==> src/rtl/mult_share_ctrl_pkg.sv <==
// Shared types and constants for the multiplier-sharing controller.
// Sign-magnitude operands: top bit is the sign, the rest is the magnitude.
package mult_pkg;

  localparam int W         = 32;
  localparam int PROD_W    = 2 * W;
  localparam int SIGN_IDX  = W - 1;
  localparam int PSIGN_IDX = PROD_W - 1;
  localparam int MAX_REQ   = 8;
  localparam int IDX_W     = $clog2(MAX_REQ);

  typedef struct packed {
    logic             valid;
    logic [IDX_W-1:0] idx;
  } tag_t;

  // A zero magnitude always leaves with a positive sign.
  function automatic logic [PROD_W-1:0] sm_norm(input logic [PROD_W-1:0] p);
    logic [PROD_W-1:0] r;
    r = p;
    if (p[PSIGN_IDX-1:0] == '0) r[PSIGN_IDX] = 1'b0;
    return r;
  endfunction

endpackage

==> src/rtl/mult_share_ctrl_rr_arbiter.sv <==
// Round-robin pick of the first eligible requester at or after ptr, wrapping; combinational.
// No state, no backpressure: gnt is all-zero when nothing is eligible.
module rr_arbiter
  import mult_pkg::*;
#(
  parameter int N = 2
) (
  input  logic [N-1:0]     elig,
  input  logic [IDX_W-1:0] ptr,
  output logic [N-1:0]     gnt,
  output logic [IDX_W-1:0] gnt_idx
);

  logic found;

  always_comb begin
    gnt     = '0;
    gnt_idx = '0;
    found   = 1'b0;
    for (int k = 0; k < N; k++) begin
      for (int j = 0; j < N; j++) begin
        if (!found && elig[j] && (j == (int'(ptr) + k) % N)) begin
          found   = 1'b1;
          gnt[j]  = 1'b1;
          gnt_idx = IDX_W'(j);
        end
      end
    end
  end

endmodule

==> src/rtl/mult_share_ctrl.sv <==
// Shares one pipelined sign-magnitude multiplier among NUM_REQ requesters; results land MUL_LAT+1 cycles after grant.
// A full response slot keeps its requester pending, so regrant waits until rsp_ready drains the slot.
module mult_share_ctrl
  import mult_pkg::*;
#(
  parameter int NUM_REQ = 2,
  parameter int MUL_LAT = 1
) (
  input  logic                   clk,
  input  logic                   rst,
  input  logic [NUM_REQ-1:0]     req_valid,
  output logic [NUM_REQ-1:0]     req_ready,
  input  logic [NUM_REQ*W-1:0]   req_in1,
  input  logic [NUM_REQ*W-1:0]   req_in2,
  output logic [NUM_REQ-1:0]     rsp_valid,
  input  logic [NUM_REQ-1:0]     rsp_ready,
  output logic [NUM_REQ*PROD_W-1:0] rsp_data,
  output logic [W-1:0]           mul_in1,
  output logic [W-1:0]           mul_in2,
  input  logic [PROD_W-1:0]      mul_out,
  output logic                   busy
);

  logic [NUM_REQ-1:0]             pending;
  logic [NUM_REQ-1:0]             elig;
  logic [NUM_REQ-1:0]             gnt;
  logic [IDX_W-1:0]               gnt_idx;
  logic [IDX_W-1:0]               ptr;
  logic [NUM_REQ-1:0][PROD_W-1:0] slot;
  tag_t                           tag_q [MUL_LAT+1];
  tag_t                           cap;
  logic                           any_grant;
  logic                           tags_busy;

  // Gating with rst keeps req_ready low for the whole reset window.
  assign elig      = req_valid & ~pending & {NUM_REQ{rst}};
  assign req_ready = gnt;
  assign any_grant = |gnt;
  assign cap       = tag_q[MUL_LAT];
  assign rsp_data  = slot;

  rr_arbiter #(.N(NUM_REQ)) u_arb (
    .elig    (elig),
    .ptr     (ptr),
    .gnt     (gnt),
    .gnt_idx (gnt_idx)
  );

  always_ff @(posedge clk or negedge rst) begin
    if (!rst) begin
      ptr     <= '0;
      mul_in1 <= '0;
      mul_in2 <= '0;
      for (int k = 0; k <= MUL_LAT; k++) tag_q[k] <= '0;
    end else begin
      tag_q[0].valid <= any_grant;
      tag_q[0].idx   <= any_grant ? gnt_idx : '0;
      for (int k = 1; k <= MUL_LAT; k++) tag_q[k] <= tag_q[k-1];
      if (any_grant) begin
        mul_in1 <= req_in1[int'(gnt_idx)*W +: W];
        mul_in2 <= req_in2[int'(gnt_idx)*W +: W];
        ptr     <= (int'(gnt_idx) == NUM_REQ - 1) ? '0 : gnt_idx + 1'b1;
      end
    end
  end

  // Capture and acceptance never target the same slot: pending blocks reissue until drained.
  always_ff @(posedge clk or negedge rst) begin
    if (!rst) begin
      pending   <= '0;
      rsp_valid <= '0;
      slot      <= '0;
    end else begin
      for (int i = 0; i < NUM_REQ; i++) begin
        if (cap.valid && int'(cap.idx) == i) begin
          rsp_valid[i] <= 1'b1;
          slot[i]      <= sm_norm(mul_out);
        end else if (rsp_valid[i] && rsp_ready[i]) begin
          rsp_valid[i] <= 1'b0;
        end
        if (gnt[i]) pending[i] <= 1'b1;
        else if (rsp_valid[i] && rsp_ready[i]) pending[i] <= 1'b0;
      end
    end
  end

  always_comb begin
    tags_busy = 1'b0;
    for (int k = 0; k <= MUL_LAT; k++) tags_busy = tags_busy | tag_q[k].valid;
  end

  assign busy = (|pending) | tags_busy;

endmodule

==> config.mk <==
export PLATFORM = sky130hd
export DESIGN_NAME = mult_share_ctrl
export DESIGN_NICKNAME = d
export VERILOG_FILES = /design/src/rtl/mult_share_ctrl_pkg.sv /design/src/rtl/mult_share_ctrl_rr_arbiter.sv /design/src/rtl/mult_share_ctrl.sv
export SDC_FILE = /design/constraint.sdc
export NUM_CORES = 1
export LEC_CHECK = 0
export CORE_AREA = 3 3 153 155
export DETAILED_ROUTE_END_ITERATION = 7
export DIE_AREA = 0 0 156 158
export PLACE_DENSITY = 0.83
export SYNTH_ARGS = -nofsm -noshare
export SYNTH_HDL_FRONTEND = slang
export SYNTH_SLANG_ARGS = --single-unit
==> constraint.sdc <==
create_clock -name clk -period 2.25 [get_ports clk]
set_clock_uncertainty 0.2 [all_clocks]
set_input_delay 0.45 -clock clk [delete_from_list [all_inputs] [get_ports clk]]
set_output_delay 0.45 -clock clk [all_outputs]
set_load 0.005 [all_outputs]
Word-level counts from Yosys, hierarchy flattened. Index checks and enable logic that the tools add are counted.

Equal/unequal tests: 3. Shift-type cells: 2. Add/sub/neg operators: 2. Mux-type cells: 18. Bitwise operators: 6. Reduce and logical (&&, ||, !) cells: 24.

Operators by type and width (number): 64-bit by 9-bit variable part select with 32-bit output (2); 32-bit zero test (2); 63-bit zero test (1); 1-bit two-way mux (17); 1-bit logical AND (11); 2-bit nonzero test (4); 3-bit by 2-bit equality test with 1-bit output, second input constant (2); 2-bit bitwise AND (2); 2-bit OR reduction (2); 1-bit zero test (3); 3-bit zero test (1); 3-bit two-way mux (1); 1-bit adder, second input constant (2); 2-bit equality test, first input constant (1); 2-bit inverter (1); 1-bit bitwise OR (2); 1-bit bitwise AND, first input constant (1).

Bits in registers: 205. Input bits: 198. Word-level logic and storage cells: 68. Output and inout bits: 197.

Depth between registers and ports, before layout.
Depth in word-level cells: 19. Mapped depth: 6.

Hierarchy. A second synthesis with hierarchy kept.

Cells, all modules: 625. Area, all modules: 8426.8 µm².

By module, submodules not included: mult_share_ctrl (area each 8378.0 µm², cells each 618, instances 1); rr_arbiter (area each 48.8 µm², cells each 7, instances 1).

Least setup slack after synthesis. Ideal clock, no wire load.

Path kind: input -> output. Start: input rst. End: output req_ready[1]. Arrival time: 928 ps. Path slack: 672 ps. Cell stages on the path: 3. Path through: and3b_1 -> o21a_2 -> buf_4.

Longest elaborated chain between the ends: 15. Elaborated cells between the ends (all ways): 16. Classes of those cells: mux: 5; bitwise: 1; reduce/logical: 10.

Ends and longest elaborated chain: from (decl) (RTL line mult_share_ctrl.sv:10) `input logic rst,`; 2-bit bitwise AND (*) (RTL line mult_share_ctrl.sv:36) `assign elig = req_valid & ~pending & {NUM_REQ{rst}};`; 1-bit logical AND (RTL line mult_share_ctrl_rr_arbiter.sv:22) `if (!found && elig[j] && (j == (int'(ptr) + k) % N)) begin`; 1-bit two-way mux (RTL line mult_share_ctrl_rr_arbiter.sv:22); 1-bit zero test (RTL line mult_share_ctrl_rr_arbiter.sv:22); 1-bit logical AND (2 in series) (RTL line mult_share_ctrl_rr_arbiter.sv:22); 1-bit two-way mux (RTL line mult_share_ctrl_rr_arbiter.sv:22); 1-bit zero test (RTL line mult_share_ctrl_rr_arbiter.sv:22); 1-bit logical AND (2 in series) (RTL line mult_share_ctrl_rr_arbiter.sv:22); 1-bit two-way mux (RTL line mult_share_ctrl_rr_arbiter.sv:22); 1-bit zero test (RTL line mult_share_ctrl_rr_arbiter.sv:22); 1-bit logical AND (2 in series) (RTL line mult_share_ctrl_rr_arbiter.sv:22); 1-bit two-way mux (*) (RTL line mult_share_ctrl_rr_arbiter.sv:22); to (decl) (RTL line mult_share_ctrl.sv:12) `output logic [NUM_REQ-1:0] req_ready,`.

Mark *: on every way between the ends. The rest lies on a longest branch, timed or not.

Worst setup path in the final report.
Start: register pending[0]. End: output busy.

Longest elaborated chain between the ends: 2.

Ends and longest elaborated chain: from (decl) (RTL line mult_share_ctrl.sv:24) `logic [NUM_REQ-1:0] pending;`; from (signal assigned) (RTL line mult_share_ctrl.sv:70) `pending <= '0;`; from (signal, indexed assignment) (RTL line mult_share_ctrl.sv:81) `if (gnt[i]) pending[i] <= 1'b1;`; from (signal, indexed assignment) (RTL line mult_share_ctrl.sv:82) `else if (rsp_valid[i] && rsp_ready[i]) pending[i] <= 1'b0;`; 2-bit OR reduction (RTL line mult_share_ctrl.sv:92) `assign busy = (|pending) | tags_busy;`; 1-bit bitwise OR (RTL line mult_share_ctrl.sv:92); to (decl) (RTL line mult_share_ctrl.sv:21) `output logic busy`.

Every way passes these cells.

==> flow_metrics.tcl <==
set metrics [dict create \
    place_ws_ns -0.3318 \
    fillers 1698 \
    die_h_um 158 \
    max_slew_margin_pct 52.21 \
    synth_edf_count 0 \
    finalSetupViolCount 0 \
    worstHoldPathType "in2reg" \
    async_reset_ff_share_pct 100.0 \
    std_cell_rows 54 \
    syn2layout_area_growth_pct 63.57 \
    grt_antenna_before_repair 1 \
    crit_cells 2 \
    core-area_um2 21960 \
    cp.arrival_ns 1.55 \
    slowest_delay_ns 0.50 \
    power_leakage_uw 0.005577 \
    cts_tree "yes" \
    max_freq_ghz 0.4542 \
    crit_path_end_kind "primary output" \
    final_nets 1294 \
    synth_compound_area_share_pct 8.787 \
    grt_use_total_pct 20.35 \
    yosys.area_share.adder_pct 0 \
    grt_setup_unrepaired "false" \
    fin_ws_ns 0.04815 \
    finalHoldViolCount 0 \
    whs_path_depth 4 \
    cts_buffers 22 \
    die-area_um2 24650 \
    clockBufferDepth 3 \
    place.gp.congestion 0.8173 \
    ys_top_cells_by_count "dfrtp_1, mux2_2, nand2_1" \
    htreeDepth 1 \
    ios 395 \
    cpLargestDelayFamily "simple AND/OR/NAND/NOR gates" \
    initial_core_util_pct 37.03 \
    synthXorXnorAreaFrac_pct 0 \
    netlist.area_leader.share_pct 61.87 \
    yosys.area.top_type "dfrtp_1" \
    yosysSeqAreaShare_pct 61.87 \
    cts.sinks 201 \
    syn_area_per_cell_um2 12.08 \
    wl_per_cell_um 19.01 \
    reg2reg_depth 4 \
    yosysMostFrequentCell "dfrtp_1" \
    synth_nets 871 \
    synth_top_family_by_area "multiplexers" \
    path_buf_inv 1 \
    path_cells "or4_1 -> buf_2" \
    ys.flop_type "dfrtp_1" \
    clk_pin_slew_ns 0.05 \
    dr.pass1.iters 4 \
    yosys_warnings 0 \
    synth_cells 673 \
    vias 6975 \
    post-route-period-util_pct 97.86 \
    drive_above_1_share_pct 19.01 \
    drt_wl_total_um 26440 \
    yosys.area_share.simple_pct 8.480 \
    status "complete, no violations" \
    synth.distinct_cells 26 \
    synth_area_um2 8130 \
    tightestPinTransition_ns 0.7169 \
    min_period_ns 2.202 \
    worstSetupPathType "reg2out" \
    critPathSlowestCell "or4_1" \
    ys_ff_latch 201 \
    startpoint_type "flop" \
    muxShareOfSynthArea_pct 17.45 \
    grt_max_degree 66 \
    grt_pass1_wl_um 39820 \
    numPortBuffers 394 \
    power_density_nw_per_um2 1264 \
    clock_latency_ns 0.49 \
    yosys-top-cells-area "dfrtp_1, mux2_2, a21oi_1, nand2_1, nor2_1" \
    finalMaxSlewViolations 0 \
    routed_via_density 5.014 \
    ctsRootBufferMaster "clkbuf_16" \
    maxCapViolations 0 \
    drt_iter0_markers 239 \
    worst-path-max-fanout 3 \
    grt_overflow 0 \
    drc 0 \
    die_w_um 156 \
    whs_ns 0.1437 \
    grt_pass1_vias 7391 \
    worstPathRequired_ns 1.60 \
    ant_nets 0 \
    dp_hpwl_um 19750 \
    peakVddDrop_mv 0.7278 \
]
==> stage by stage <==
| stage | power [uW] | setup TNS [ns] | area [um2] | util (%) | std cells |
|---|---|---|---|---|---|
| 3_5_place_dp | 13550 | -4.111 | 12600 | 57.37 | 1350 |
| 2_1_floorplan | 8588 | 0 | 8130 | - | 673 |
| 4_1_cts | 17010 | 0 | 13280 | 60.48 | 1389 |
| 6_report | 16810 | 0 | 13300 | 60.56 | 1391 |
| 5_1_grt | 17810 | 0 | 13300 | 60.56 | 1391 |
| 3_3_place_gp | 13300 | -1.429 | 12600 | 57.37 | 1350 |
==> kinds of logic (layout without fill, tap and decap cells) <==
kind of cell    Yosys count  in the layout
other cells               0              1
mux                     126            126
buf+inv                  47            484
flops                   201            201
simple gates            161            161
compound gates          138            138
==> path summary, 6_finish.rpt <==
check	to	from	slack, ns
min	ptr[0]	rst	0.14
min reg2reg	cap[0]	tag_q[4]	0.15
max reg2reg	mul_in2[8]	pending[1]	0.33
max in group asynchronous	rsp_data[8]	rst	0.38
max	busy	pending[0]	0.05
min in group asynchronous	mul_in1[27]	rst	0.50
==> state kept, by name (all words and copies together), names as in the netlist <==
register,cells
rsp_valid,2
mul_in1,32
pending,2
cap,2
ptr,1
rsp_data,128
mul_in2,32
tag_q,2
==> worst register-to-register path: cells and delay by family (launching register included) <==
kind | cells | cell delay, ns
AOI/OAI and AO/OA | 2 | 0.39
buffers and inverters | 1 | 0.56
DFF | 1 | 0.43
and+or+nand+nor | 1 | 0.26
==> final cells by class <==
class | count | area [um2] | share of cell area (%)
inverter | 5 | 18.77 | 0.1411
clock buffer | 35 | 660.6 | 4.968
timing repair buffer | 441 | 4379 | 32.93
multi-input combinational | 425 | 2839 | 21.35
antenna | 1 | 2.502 | 0.01882
tap | 280 | 350.3 | 2.634
sequential | 201 | 5030 | 37.82
clock inverter | 3 | 18.77 | 0.1411
==> power by group <==
group / total (uW) / internal (uW) / switching (uW) / leakage [uW]
combinational: 7030 / 4620 / 2410 / 0.00283
clock: 3380 / 2000 / 1370 / 0.000334
sequential: 6400 / 5430 / 978 / 0.00241
==> per-layer routing <==
metal  routed length (um)  vias to the layer above  share of wire [%]  track usage [%]
li1                     -                     3183                  -                -
met1                 9327                     3412                 35            21.77
met2                13820                      323                 52            37.79
met3                 2417                       57                9.1            6.944
met4                  873                        0                3.3            6.308
met5                    0                        -                  0                0
==> what timing repair did <==
item / CTS / global route
hold buffers: 1 / 0
pin swaps: 1 / 2
buffers inserted: 0 / 1
endpoints found under the hold margin: 89 / 0
endpoints found under the setup margin: 3 / 114
resized for setup: 6 / 3
==> cells in the final DEF, fill, tap and decap left out, types with 2 or more instances in the layout <==
master	netlist	layout
clkbuf_8	0	5
clkinv_2	0	2
dfrtp_1	201	201
a21o_1	2	2
buf_4	8	38
o21ai_0	27	27
a21oi_1	64	64
inv_1	5	5
nor4_1	16	16
clkbuf_16	0	23
o21ai_1	40	40
nand2_1	70	69
clkdlybuf4s50_1	0	390
buf_12	0	6
buf_6	5	2
o31ai_1	2	2
nor2_1	64	64
mux2_2	126	126
nand4_1	4	4
clkbuf_1	2	8
No activity file was read; power rests on OpenSTA's default activity.
